**src/rtl/route_header_inserter.sv**
```systemverilog
// -----------------------------------------------------------------------------
// route_header_inserter
//
// Purpose: looks up the destination/source route of every H2C packet in the
// lookup DPRAMs (port A, 1-cycle read latency) on its first beat. A routed
// packet leaves as one header beat (destination in tdata[DESTINATION_BITS-1:0],
// source in tdata[32+:SOURCE_BITS]) followed by the unmodified packet. A packet
// whose destination reads back as 0 is dropped whole. Outputs are fully
// registered: an output register plus one hold (skid) register.
//
// Ports:
//   AXI_clock, AXI_reset        clock, synchronous active-high reset
//   AXIS_IN_*                   upstream packet stream (first beat carries keys)
//   AXIS_OUT_*                  downstream stream (header + payload)
//   LOOKUP_enable/_address      DPRAM port A enable and addresses
//   LOOKUP_*_data               DPRAM port A read data (valid 1 cycle later)
//   STAT_forwarded/_dropped     wrapping packet counters
// -----------------------------------------------------------------------------
module route_header_inserter #(
    parameter int KEY_BITS         = 8,
    parameter int DESTINATION_BITS = 16,
    parameter int SOURCE_BITS      = 16
) (
    input  logic                        AXI_clock,
    input  logic                        AXI_reset,
    input  logic [63:0]                 AXIS_IN_tdata,
    input  logic [7:0]                  AXIS_IN_tkeep,
    input  logic                        AXIS_IN_tlast,
    input  logic                        AXIS_IN_tvalid,
    output logic                        AXIS_IN_tready,
    output logic [63:0]                 AXIS_OUT_tdata,
    output logic [7:0]                  AXIS_OUT_tkeep,
    output logic                        AXIS_OUT_tlast,
    output logic                        AXIS_OUT_tvalid,
    input  logic                        AXIS_OUT_tready,
    output logic                        LOOKUP_enable,
    output logic [KEY_BITS-1:0]         LOOKUP_destination_address,
    output logic [KEY_BITS-1:0]         LOOKUP_source_address,
    input  logic [DESTINATION_BITS-1:0] LOOKUP_destination_data,
    input  logic [SOURCE_BITS-1:0]      LOOKUP_source_data,
    output logic [31:0]                 STAT_forwarded,
    output logic [31:0]                 STAT_dropped
);

    typedef enum logic [2:0] {
        S_IDLE,
        S_LOOKUP,
        S_HEADER,
        S_BODY,
        S_DROP
    } state_t;

    state_t      r_state;
    state_t      w_next_state;

    logic        r_out_valid;
    logic [63:0] r_out_data;
    logic [7:0]  r_out_keep;
    logic        r_out_last;

    logic        r_hold_valid;
    logic [63:0] r_hold_data;
    logic [7:0]  r_hold_keep;
    logic        r_hold_last;

    logic [63:0] r_header;
    logic [31:0] r_stat_forwarded;
    logic [31:0] r_stat_dropped;

    logic        w_in_ready;
    logic        w_in_fire;
    logic        w_out_free;
    logic        w_route;
    logic [63:0] w_header;
    logic        w_load_hdr;
    logic        w_hdr_live;
    logic        w_drop;
    logic        w_hold_to_out;
    logic        w_in_to_out;
    logic        w_in_to_hold;
    logic        w_fwd_inc;

    // Output register can take a new beat when empty or being consumed now.
    assign w_out_free = ~r_out_valid | AXIS_OUT_tready;
    assign w_route    = (LOOKUP_destination_data != '0);
    assign w_fwd_inc  = r_out_valid & AXIS_OUT_tready & r_out_last;

    // NOTE: every combinational output gets a default before the case so no
    // path leaves it unassigned, which would infer a latch.
    always_comb begin
        w_in_ready = 1'b0;
        case (r_state)
            S_IDLE:  w_in_ready = ~r_hold_valid;
            S_BODY:  w_in_ready = ~r_hold_valid;
            S_DROP:  w_in_ready = 1'b1;
            default: w_in_ready = 1'b0;
        endcase
        if (AXI_reset) begin
            w_in_ready = 1'b0;
        end
    end

    assign AXIS_IN_tready = w_in_ready;
    assign w_in_fire      = AXIS_IN_tvalid & w_in_ready;

    assign LOOKUP_enable              = w_in_fire & (r_state == S_IDLE);
    assign LOOKUP_source_address      = AXIS_IN_tdata[KEY_BITS-1:0];
    assign LOOKUP_destination_address = AXIS_IN_tdata[2*KEY_BITS-1:KEY_BITS];

    always_comb begin
        w_header                         = '0;
        w_header[DESTINATION_BITS-1:0]   = LOOKUP_destination_data;
        w_header[32 +: SOURCE_BITS]      = LOOKUP_source_data;
    end

    // A held first beat that is also the last beat needs no BODY phase: after
    // the header goes out the FSM returns to IDLE, where the hold still drains
    // before the next packet's first beat is accepted.
    always_comb begin
        w_next_state = r_state;
        w_load_hdr   = 1'b0;
        w_hdr_live   = 1'b0;
        w_drop       = 1'b0;
        case (r_state)
            S_IDLE: begin
                if (w_in_fire) w_next_state = S_LOOKUP;
            end
            S_LOOKUP: begin
                if (!w_route) begin
                    w_drop       = 1'b1;
                    w_next_state = r_hold_last ? S_IDLE : S_DROP;
                end else if (w_out_free) begin
                    w_load_hdr   = 1'b1;
                    w_hdr_live   = 1'b1;
                    w_next_state = r_hold_last ? S_IDLE : S_BODY;
                end else begin
                    w_next_state = S_HEADER;
                end
            end
            S_HEADER: begin
                if (w_out_free) begin
                    w_load_hdr   = 1'b1;
                    w_next_state = r_hold_last ? S_IDLE : S_BODY;
                end
            end
            S_BODY: begin
                if (w_in_fire && AXIS_IN_tlast) w_next_state = S_IDLE;
            end
            S_DROP: begin
                if (w_in_fire && AXIS_IN_tlast) w_next_state = S_IDLE;
            end
            default: w_next_state = S_IDLE;
        endcase
    end

    // Hold always drains ahead of new input so beat order is preserved; while
    // the header is pending (LOOKUP/HEADER) the held first beat must wait.
    assign w_hold_to_out = r_hold_valid & w_out_free &
                           ((r_state == S_IDLE) | (r_state == S_BODY));
    assign w_in_to_out   = w_in_fire & (r_state == S_BODY) & w_out_free & ~r_hold_valid;
    assign w_in_to_hold  = w_in_fire & ((r_state == S_IDLE) |
                                        ((r_state == S_BODY) & ~w_out_free));

    // NOTE: sequential state uses non-blocking assignments so every register
    // samples pre-edge values regardless of statement order.
    always_ff @(posedge AXI_clock) begin
        if (AXI_reset) begin
            r_state          <= S_IDLE;
            r_out_valid      <= 1'b0;
            r_out_data       <= '0;
            r_out_keep       <= '0;
            r_out_last       <= 1'b0;
            r_hold_valid     <= 1'b0;
            r_stat_forwarded <= '0;
            r_stat_dropped   <= '0;
        end else begin
            r_state <= w_next_state;

            if (w_load_hdr) begin
                r_out_valid <= 1'b1;
                r_out_data  <= w_hdr_live ? w_header : r_header;
                r_out_keep  <= 8'hFF;
                r_out_last  <= 1'b0;
            end else if (w_hold_to_out) begin
                r_out_valid <= 1'b1;
                r_out_data  <= r_hold_data;
                r_out_keep  <= r_hold_keep;
                r_out_last  <= r_hold_last;
            end else if (w_in_to_out) begin
                r_out_valid <= 1'b1;
                r_out_data  <= AXIS_IN_tdata;
                r_out_keep  <= AXIS_IN_tkeep;
                r_out_last  <= AXIS_IN_tlast;
            end else if (AXIS_OUT_tready) begin
                r_out_valid <= 1'b0;
            end

            if (w_in_to_hold) begin
                r_hold_valid <= 1'b1;
            end else if (w_hold_to_out || w_drop) begin
                r_hold_valid <= 1'b0;
            end

            if (w_fwd_inc) r_stat_forwarded <= r_stat_forwarded + 32'd1;
            if (w_drop)    r_stat_dropped   <= r_stat_dropped + 32'd1;
        end
    end

    // NOTE: hold and header payload registers carry no reset; their contents
    // are only observed behind a valid flag that is itself reset.
    always_ff @(posedge AXI_clock) begin
        if (w_in_to_hold) begin
            r_hold_data <= AXIS_IN_tdata;
            r_hold_keep <= AXIS_IN_tkeep;
            r_hold_last <= AXIS_IN_tlast;
        end
        if (r_state == S_LOOKUP) begin
            r_header <= w_header;
        end
    end

    assign AXIS_OUT_tvalid = r_out_valid;
    assign AXIS_OUT_tdata  = r_out_data;
    assign AXIS_OUT_tkeep  = r_out_keep;
    assign AXIS_OUT_tlast  = r_out_last;
    assign STAT_forwarded  = r_stat_forwarded;
    assign STAT_dropped    = r_stat_dropped;

endmodule

```
**config.mk**
```make
export PLATFORM = sky130hd
export DESIGN_NAME = route_header_inserter
export DESIGN_NICKNAME = d
export VERILOG_FILES = /design/src/rtl/route_header_inserter.sv
export SDC_FILE = /design/constraint.sdc
export NUM_CORES = 1
export LEC_CHECK = 0
export CAP_MARGIN = 0
export CORE_MARGIN = 2
export CORE_UTILIZATION = 53
export DETAILED_ROUTE_END_ITERATION = 8
export GPL_TIMING_DRIVEN = 0
export PLACE_DENSITY = 0.85
export REMOVE_ABC_BUFFERS = 1
export SKIP_CTS_REPAIR_TIMING = 1
export SYNTH_ARGS = -nofsm -noshare
export SYNTH_HDL_FRONTEND = slang
export SYNTH_SLANG_ARGS = --single-unit
```
**constraint.sdc**
```tcl
create_clock -name AXI_clock -period 7.94 [get_ports AXI_clock]
set_input_delay 1.588 -clock AXI_clock [delete_from_list [all_inputs] [get_ports AXI_clock]]
set_output_delay 1.588 -clock AXI_clock [all_outputs]
set_load 0.02 [all_outputs]
```
-- Word level (Yosys, flattened, before mapping)
Cells that the tools add are included.
- bits in registers: 247
- memories kept: 0
- latch bits: 0
- bits in read-only memories: 0
- bits in writable memories: 0
- shift-type cells: 0
- magnitude comparators: 0
- add/sub/neg operators: 2
- div/mod/pow operators: 0
- muxes and demuxes: 31
- multiply operators: 0
- bitwise logic cells: 17
- reduce and logical (&&, ||, !) cells: 12
- equal/unequal tests: 7
- operator list (kind ; number):
    2-to-1 mux 64 bit ; 3
    adder 32 x 1 -> 32 bit, second input constant ; 2
    2-to-1 mux 48 bit ; 1
    2-to-1 mux 8 bit ; 3
    nonzero test 16 bit ; 1
    2-to-1 mux 3 bit ; 5
    2-to-1 mux 1 bit ; 14
    one-hot mux 3 bit (4 select lines) ; 1
    AND 1 bit ; 11
    == test 3 x 2 -> 1 bit, second input constant ; 2
    OR reduction 2 bit ; 3
    2-to-1 mux 2 bit ; 2
    inequality test 2 bit, second input constant ; 2
    one-hot mux 1 bit (2 select lines) ; 2
    nonzero test 2 bit ; 2
    nonzero test 4 bit ; 1
    == test 3 x 1 -> 1 bit, second input constant ; 1
    == test 3 bit, second input constant ; 1
    logical NOT 3 bit ; 1
    inverter 1 bit ; 3
    OR 1 bit ; 3
    AND reduction 3 bit ; 1
    nonzero test 3 bit ; 1
    inequality test 2 x 1 -> 1 bit, second input constant ; 1
    other kinds (2) ; 2

-- Logic depth before layout (Yosys ltp)
- depth after elaboration: 11
- mapped depth: 9

-- Worst setup path before layout
Ideal clock, no wire load.
- path type: input-to-reg
- start: input AXI_reset
- end: register r_hold_data[0], enable pin
- slack: 2061 ps
- cell stages on the path: 2
- arrival time: 5371 ps
- cells stage by stage: or4b_2 > nor2_1
- word-level cells in the longest chain between the ends: 3
- ends and longest elaborated chain (what ; RTL line ; source):
    start, declared ; 25 ; input logic AXI_reset,
    2-to-1 mux 1 bit ; 98 ; if (AXI_reset) begin
    AND 1 bit ; 104 ; assign w_in_fire = AXIS_IN_tvalid & w_in_ready;
    AND 1 bit ; 161 ; assign w_in_to_hold = w_in_fire & ((r_state == S_IDLE) |
    net w_in_to_hold ; 80 ; logic w_in_to_hold;
    end signal, assigned ; 213 ; r_hold_data <= AXIS_IN_tdata;
    end, declared ; 62 ; logic [63:0] r_hold_data;
The timed path passes the listed nets, and every way through them passes these cells.
A chain may end at the register's enable or synchronous reset.

-- Worst setup path in the final report
- start: input LOOKUP_destination_data[12]
- end: register r_out_data[5], in the netlist AXIS_OUT_tdata[5]
- word-level cells in the longest chain between the ends: 5
- elaborated cells on any way between the ends: 7
- those cells by class: mux: 5; reduce/logical: 2
- ends and longest elaborated chain (what ; RTL line ; source):
    start, declared ; 39 ; input logic [DESTINATION_BITS-1:0] LOOKUP_destination_data,
    nonzero test 16 bit * ; 85 ; assign w_route = (LOOKUP_destination_data != '0);
    2-to-1 mux 1 bit * ; 129 ; if (!w_route) begin
    2-to-1 mux 1 bit ; 124 ; case (r_state)
    2-to-1 mux 48 bit ; 181 ; r_out_data <= w_hdr_live ? w_header : r_header;
    2-to-1 mux 64 bit ; 179 ; if (w_load_hdr) begin
    end signal, assigned ; 181 ;
    end signal, assigned ; 186 ; r_out_data <= r_hold_data;
    end signal, assigned ; 191 ; r_out_data <= AXIS_IN_tdata;
    end, declared ; 57 ; logic [63:0] r_out_data;
Every way passes the cells marked *; elsewhere a longest branch is shown, timed or not.

==> run metrics <==
clock network power share=38.4%; max cap viols=0; first-pass GRT wire length=46.4 mm; # port buffers=264; drt first pass iters=5; RSZ-0062 raised after global routing=false; multi-input logic area=4150 sq um; fin nets=1308; max_slew headroom=14.2%; CTS buffer count=26; Vias=8787; Worst Setup Start Kind=input pin; total congestion overflow=0; Pleak=4.80 nW; DRC Markers=0; IO Count=265; Peak VDD IR=162 uV; most frequent cells in the layout=clkdlybuf4s50_1, dfxtp_1, nand2_1; Num Clock Sinks=247; Cell Count, Final, Fillers Out=1482; Yosys top cell by area=edfxtp_1; ant diodes=0; most area-consuming cells after synthesis=edfxtp_1, dfxtp_1, mux2_2; sw power=777 uW; die width=145 um; routability-driven placement congestion ratio=0.850; layout cells sized above 1=11.2%; Post-Syn Instances=981; Die ar.=21100 sq um; f_max=189 MHz; synthesized cell area=10600 sq um; total global-route track usage=26.6%; synth unique cells=48; fin crit share=66.5%; largest net degree at the start of global routing=92; EDFF count, synth=105; worst-skew pair later-pin latency=0.53 ns; Area growth syn-to-layout=35.1%; DR WL/cell=19.7 um; DP HPWL=19.1 mm; placed instance area=13400 sq um; Initial Util=54.0%; Internal=2.32 mW; commonest non-fill, non-tap cell in the layout=clkdlybuf4s50_1; CP max stage delay=1.03 ns; post-synthesis sequential area ratio=56.8%; CTS tree=yes; Sequential Area=6000 sq um; Post-synth ARST share=0%; Filler cells=1356; FP Rows=51; Core ar.=19500 sq um; power share of the sequential group=46.1%; CP max stage cell=nand2_1; Slew @ Worst Pin=1.28 ns; Post-synth top flop=dfxtp_1; Yosys Warn Count=0; crit-path max FO=32; initial antenna violation count=0; post-synthesis average cell area=10.8 sq um; #FFs+latches synth=247; Placed Instances=1434; Die Ht=145 um; via density per instance=5.93; Hold Violations, Final=0; Setup crit end kind=register; number of global-route vias before repair=8604; Reg clk slew, reported paths=0.06 ns; final wirelength=29.2 mm; clock skew=0.0148 ns; worst setup path category=input pin to register; post-route cell area=14300 sq um; fin crit period=5.28 ns; crit path DAT=5.70 ns; critical path required time=8.36 ns; Hold Path Class=register to register; Combinational Power Share=15.5%; root buffer cell=clkbuf_16; htree depth=1; final count of negative-setup-slack endpoints=0; Final Slew Violations=0; Power Density=217 nW/um^2; CP Cell Sequence=clkdlybuf4s50_1, nor4_2, a41oi_2, a21oi_4, nand2_1, a31oi_1; Switching Fraction=25.1%; Longest Clk Path Bufs=3; initial drt markers=725; outcome=complete, no violations; Synth top area share=29.9%; Routed Antenna Nets=0
path summary, 6_finish.rpt:
kind,depth (start not counted),slack (ns),endpoint,from
min reg2reg,2,0.46,AXIS_OUT_tdata[29]$_SDFFE_PP0P_,AXIS_OUT_tdata[29]$_SDFFE_PP0P_
max,6,2.66,AXIS_OUT_tdata[5]$_SDFFE_PP0P_,LOOKUP_destination_data[12]
max reg2reg,5,3.61,AXIS_OUT_tdata[5]$_SDFFE_PP0P_,r_state[0]$_SDFFE_PP0P_
min,2,0.46,AXIS_OUT_tdata[29]$_SDFFE_PP0P_,AXIS_OUT_tdata[29]$_SDFFE_PP0P_
state kept, by name (all words and copies together) (netlist names):
| signal | cells |
|---|---|
| AXIS_OUT_tdata | 64 |
| r_hold_data | 64 |
| STAT_dropped | 32 |
| STAT_forwarded | 32 |
| r_header | 32 |
| AXIS_OUT_tkeep | 8 |
| r_hold_keep | 8 |
| r_state | 3 |
| AXIS_OUT_tlast | 1 |
| AXIS_OUT_tvalid | 1 |
| r_hold_last | 1 |
| r_hold_valid | 1 |
synth_stat cells (all sizes together), types with 2 or more instances:
| cell | count |
|---|---|
| and2 | 5 |
| nor4b | 2 |
| o31ai | 37 |
| dfxtp | 142 |
| a31oi | 34 |
| or3 | 6 |
| nand4 | 22 |
| or2 | 3 |
| a2111oi | 5 |
| and4 | 11 |
| xor2 | 18 |
| and3 | 8 |
| ha | 2 |
| inv | 7 |
| mux2 | 61 |
| a21oi | 46 |
| nand2b | 2 |
| xnor2 | 33 |
| or4 | 6 |
| nand2 | 108 |
| nor2b | 2 |
| o21a | 3 |
| nor3 | 13 |
| o21ai | 8 |
| buf | 35 |
| edfxtp | 105 |
| a32oi | 32 |
| clkbuf | 56 |
| nand3 | 51 |
| mux2i | 4 |
| nor4 | 26 |
| nor2 | 69 |
| a311oi | 8 |
power by group through the flow:
stage / clock network (mW) / logic (mW) / registers, mW
after floorplan: 0 / 0.170 / 1.51
after global placement: 0 / 0.457 / 1.46
after detailed placement: 0 / 0.478 / 1.46
after CTS: 1.21 / 0.481 / 1.43
after global routing: 1.26 / 0.509 / 1.44
final: 1.19 / 0.480 / 1.43
critical path, delay by kind of cell:
family | cells | cell delay, ns
compound gates | 3 | 2.12
simple gates | 2 | 1.48
buf+inv | 1 | 0.49
layout make-up:
cell class,count,area share (%)
clock buffers,39,5.40
multi-input cells,635,29.1
repair buffers,279,20.4
inverters,8,0.211
clock inverters,9,0.553
well taps,265,2.33
flip-flops and latches,247,42.1
cells by family after synthesis:
group	after synthesis	synth area share (%)
compound gates	179	11.7
xor+xnor	51	4.23
fa+ha+maj	2	0.237
buf+inv	99	4.34
flops	247	56.8
mux	65	6.89
simple gates	338	15.8
layer usage:
layer,global-route usage (%),vias up,wire length (um)
li1,-,4091,-
met1,34.9,4267,12000
met2,44.9,362,14100
met3,5.19,67,2130
met4,8.33,0,948
met5,0,-,0
through the flow:
stage | worst slack (ns) | power, mW | hold slack [ns] | TNS (ns) | utilization, %
floorplan | 0.182 | 1.68 | 0.513 | 0 | -
global route | 2.43 | 3.21 | 0.476 | 0 | 73.0
detailed placement | 2.19 | 1.93 | 0.456 | 0 | 68.7
global placement | -8.24 | 1.91 | 0.449 | -727.24 | 67.1
CTS | 2.71 | 3.12 | 0.463 | 0 | 73.0
finish | 2.66 | 3.10 | 0.463 | 0 | 73.0
Power figures use the tool's default switching activity.
